**config.mk**
```make
export PLATFORM = sky130hd
export DESIGN_NAME = o_serializer
export DESIGN_NICKNAME = d
export VERILOG_FILES = /design/src/rtl/o_serializer.sv
export SDC_FILE = /design/constraint.sdc
export NUM_CORES = 1
export LEC_CHECK = 0
export ABC_CLOCK_PERIOD_IN_PS = 3500
export CORE_MARGIN = 8
export CORE_UTILIZATION = 50
export CTS_BUF_LIST = sky130_fd_sc_hd__clkbuf_8
export DETAILED_ROUTE_END_ITERATION = 10
export PLACE_DENSITY = 0.76
export SLEW_MARGIN = 25
export SYNTH_ARGS = -nofsm -noshare
export SYNTH_HDL_FRONTEND = slang
export SYNTH_SLANG_ARGS = --single-unit
```
**constraint.sdc**
```tcl
create_clock -name C -period 3.5 [get_ports C]
set_clock_uncertainty 0.15 [all_clocks]
set_input_delay 0.7 -clock C [delete_from_list [all_inputs] [get_ports C]]
set_output_delay 0.7 -clock C [all_outputs]
set_load 0.01 [all_outputs]
```
**src/rtl/o_serializer.sv**
```systemverilog
// Parallel-to-serial converter with a one-word hold buffer in front of the shift register.
// Q/QV/LAST are registered, and back-to-back words stream with no idle cycle between them.
module o_serializer #(
    parameter int unsigned WIDTH     = 4,
    parameter bit          MSB_FIRST = 1'b1
) (
    input  logic             C,
    input  logic             R,
    input  logic             E,
    input  logic [WIDTH-1:0] D,
    input  logic             DV,
    output logic             DR,
    output logic             Q,
    output logic             QV,
    output logic             LAST
);
    localparam int unsigned   CW      = $clog2(WIDTH);
    localparam logic [CW-1:0] CNT_MAX = CW'(WIDTH - 1);

    typedef enum logic {StIdle, StShift} state_e;

    state_e           state_q, state_d;
    logic [WIDTH-1:0] hb_q, hb_d;
    logic [WIDTH-1:0] sr_q, sr_d;
    logic [CW-1:0]    cnt_q, cnt_d, cnt_inc;
    logic             hf_q, hf_d;
    logic             q_q, q_d;
    logic             qv_q, qv_d;
    logic             last_q, last_d;
    logic             accept, load;

    // Position within the word -> bit index of the word, honouring the shift order.
    function automatic logic [CW-1:0] bit_idx(input logic [CW-1:0] c);
        return MSB_FIRST ? CNT_MAX - c : c;
    endfunction

    assign DR      = E & ~hf_q & ~R;
    assign accept  = DV & DR;
    assign cnt_inc = cnt_q + 1'b1;
    // A load happens from IDLE, or seamlessly at the end of the current word.
    assign load    = E & hf_q & ((state_q == StIdle) | (cnt_q == CNT_MAX));

    always_comb begin
        hb_d    = hb_q;
        hf_d    = hf_q;
        sr_d    = sr_q;
        cnt_d   = cnt_q;
        state_d = state_q;
        q_d     = q_q;
        qv_d    = qv_q;
        last_d  = last_q;

        if (load) begin
            sr_d    = hb_q;
            hf_d    = 1'b0;
            cnt_d   = '0;
            state_d = StShift;
            q_d     = hb_q[bit_idx('0)];
            qv_d    = 1'b1;
            last_d  = 1'b0;
        end else if (E && (state_q == StShift)) begin
            if (cnt_q != CNT_MAX) begin
                cnt_d  = cnt_inc;
                q_d    = sr_q[bit_idx(cnt_inc)];
                last_d = (cnt_inc == CNT_MAX);
            end else begin
                state_d = StIdle;
                cnt_d   = '0;
                q_d     = 1'b0;
                qv_d    = 1'b0;
                last_d  = 1'b0;
            end
        end

        // DR is low while HF is set, so this never collides with a load.
        if (accept) begin
            hb_d = D;
            hf_d = 1'b1;
        end
    end

    always_ff @(posedge C or posedge R) begin
        if (R) begin
            hb_q    <= '0;
            hf_q    <= 1'b0;
            sr_q    <= '0;
            cnt_q   <= '0;
            state_q <= StIdle;
            q_q     <= 1'b0;
            qv_q    <= 1'b0;
            last_q  <= 1'b0;
        end else begin
            hb_q    <= hb_d;
            hf_q    <= hf_d;
            sr_q    <= sr_d;
            cnt_q   <= cnt_d;
            state_q <= state_d;
            q_q     <= q_d;
            qv_q    <= qv_d;
            last_q  <= last_d;
        end
    end

    assign Q    = q_q;
    assign QV   = qv_q;
    assign LAST = last_q;

endmodule

```
==> results.yml <==
route:
  detail_route.iter0.violations: 9
  routed-via-count: 428
  route.antenna.remaining_nets: 0
  vias_per_cell: 5.284
  routed_wire_length_per_instance_microns: 15.48
  route.final.wire_length_mm: 1.254
  drc: 0
  detail_route.first_pass.iterations: 4
final_layout:
  synthToLayoutAreaGrowth_pct: 20.32
  final-instance-count-excl-fill: 81
  footprint_of_the_multi_input_gates_sq_um: 301.5
  diodes_inserted: 0
  layout.area.seq_sq_um: 350.3
  post_route_cells_drive_above_1_share: 0.2121
  filler_cells: 109
  fin_nets: 78
  final_core_util: 0.6490
die:
  starting_utilization_of_the_core_area: 0.5394
  chipWidth_microns: 53.47
  row_count: 13
  dieArea_sq_mm: 0.002859
  core_sq_mm: 0.001301
  top_level_ports: 12
  die_h_microns: 53.47
worst_setup_path:
  timing.rr.start: "cnt_q[0]$_DFFE_PP0P_"
  startpoint_type: "input pin"
  regToRegEndpoint: "sr_q[1]$_DFFE_PP0P_"
  worst_ep_arrival_time_ns: 2.16
  reg2regPathDepth: 4
  criticalPathCategory: "input pin to output pin"
  critical_path_peak_fanout: 10
  required_ns: 2.65
  reg2reg_slack_ns: 1.77
  endpoint_kind: "output pin"
pwr:
  power-per-cell-area_mw_per_mm2: 843.6
  ir_worst_vdd_mv: 0.4212
  power_leakage_nw: 0.3783
clocking:
  clkSlewWorstSetupHoldPaths_ns: 0.05
  cts_inserted_buffers: 3
  cts.path.max_buffers: 2
  cts-hold-fix-buffers: 0
  clock_tree_from_tritoncts: "yes"
  post_cts_resize_count: 0
  clockRootBuffer: "clkbuf_8"
  cts_setup_buffers: 0
  htreeDepth: 1
  clock_insertion_delay_worst_skew_ns: 0.24
  cts.sink_count: 14
global_routing:
  grt.overflow.total: 0
  antenna_violations_before_repair: 0
  grt_util_all_layers: 0.09989
  grt_pass1_vias: 443
  global_route_wire_length_before_repair_mm: 2.083
  grt_max_degree: 15
sta:
  max_freq_mhz: 332.0
  final-max-slew-violation-count: 0
  rsz0062_at_grt: "false"
  fin_tns_setup_ns: 0
  tightestPinTransition_ns: 0.5145
  relSlewSlack: 0.6566
  timing.final.setup_violations: 0
  shortest_period_the_worst_path_allows_ns: 3.012
  timing.final.hold_violations: 0
  finalCritPeriodShare: 0.8605
synth:
  synth.net_count: 65
  synth_cells: 55
  synth.yosys.seq_area_share: 0.4991
  synth_warnings: 0
  synth_area_leader_cell: "dfrtp_1"
  synth-xor-area-share: 0
  synth_top_family_by_area: "multiplexers"
  syn_area_sq_um: 701.9
  synthDistinctLibCells: 22
  synth_largest_type_area_fraction: 0.4991
  synth-adder-area-share: 0.03565
  synth_compound_gate_area_share: 0.1266
  simple_gate_area_share_of_the_yosys_netlist: 0.08556
  synth_mux_area_frac: 0.1818
  syn_avg_cell_area_sq_um: 12.76
  yosys-top-cells-area: "dfrtp_1, mux2_4, a22o_1"
  synth-seq-cells: 14
hold_path:
  hold_path.startpoint: "hb_q[1]$_DFFE_PP0P_"
  hold_wc_path_type: "register to register"
  hold_path_end: "sr_q[1]$_DFFE_PP0P_"
  timing.hold.worst_path_depth: 1
placed_design:
  placed_cells_incl_taps: 78
  quantity_of_i_o_buffers_inserted_on_ports: 11
  dpl.hpwl_microns: 915.4
  place_congestion: 0.7245
outcome:
  outcome: "finished clean"
run:
  maxCapViolCount: 0
flip-flops by register name, indices dropped and copies added (netlist names):
signal / flops
LAST: 1
QV: 1
hb_q: 4
Q: 1
cnt_q: 2
sr_q: 4
hf_q: 1
report_power, final:
group	switching [mW]	internal [mW]	total, mW
sequential	0.0791	0.243	0.322
clock	0.0507	0.0759	0.127
combinational	0.0953	0.168	0.264
layout by cell type (no fill, tap or decap):
cell	Yosys	routed
a21oi_2	1	1
o31ai_1	1	1
ha_1	2	2
nand2b_1	1	1
o21bai_1	1	1
a21oi_1	2	2
dfrtp_1	14	14
o21ai_0	2	2
nand2_1	4	4
nor3b_4	1	1
nand4_1	1	1
clkbuf_8	0	3
and2_4	1	1
mux4_2	1	1
mux2_4	4	4
mux2_1	1	1
mux2_2	3	3
nand3_1	1	1
a311o_1	1	1
inv_1	6	6
clkdlybuf4s50_1	0	11
a22o_1	4	4
critical path: stages:
cell	delay (ns)
clkdlybuf4s50_1	0.64
nor3b_4	0.25
clkdlybuf4s50_1	0.56
how the worst max path moves through the flow:
stage,endpoint,from,cells after the start
2_1_floorplan,DR,E,2
3_3_place_gp,DR,E,3
3_5_place_dp,DR,E,3
4_1_cts,DR,E,3
5_1_grt,DR,E,3
6_report,DR,E,3
per-layer routing:
layer  vias up  share of wire  GRT usage
met2         8           0.44     0.1465
met1       201           0.48     0.1216
met3         2          0.066    0.03361
met4         0         0.0096    0.06303
li1        217              -          -
met5         -              0          0
logic make-up (layout without fill, tap and decap cells):
| group | Yosys count | count (layout) |
|---|---|---|
| and+or+nand+nor | 9 | 9 |
| muxes | 9 | 9 |
| DFF | 14 | 14 |
| buffers and inverters | 9 | 20 |
| adders and majority gates | 2 | 2 |
| AOI/OAI and AO/OA | 12 | 12 |
final cells by class:
type	count	area share
Sequential cell	14	0.4148
Multi-Input combinational cell	32	0.3570
Timing Repair Buffer	11	0.1304
Clock buffer	3	0.04889
Inverter	6	0.02667
Tap cell	15	0.02222
per-stage QoR:
| stage | area, sq um | hold WS, ns | power [mW] | worst slack (ns) |
|---|---|---|---|---|
| 2_1_floorplan | 701.9 | 0.3026 | 0.5035 | 1.626 |
| 3_5_place_dp | 803.3 | 0.3336 | 0.5895 | 0.4871 |
| 5_1_grt | 844.6 | 0.3626 | 0.7590 | 0.4040 |
| 3_3_place_gp | 803.3 | 0.3142 | 0.5777 | 0.5205 |
| 6_report | 844.6 | 0.3519 | 0.7125 | 0.4884 |
| 4_1_cts | 844.6 | 0.3478 | 0.7195 | 0.4824 |
synth_stat cells (all sizes together):
cell / count
buf: 3
mux2: 8
mux4: 1
nand3: 1
nand4: 1
ha: 2
a311o: 1
a22o: 4
o21ai: 2
and2: 1
nand2: 4
nor3b: 1
dfrtp: 14
nand2b: 1
a21oi: 3
o31ai: 1
o21bai: 1
inv: 6
Power figures use the tool's default switching activity.
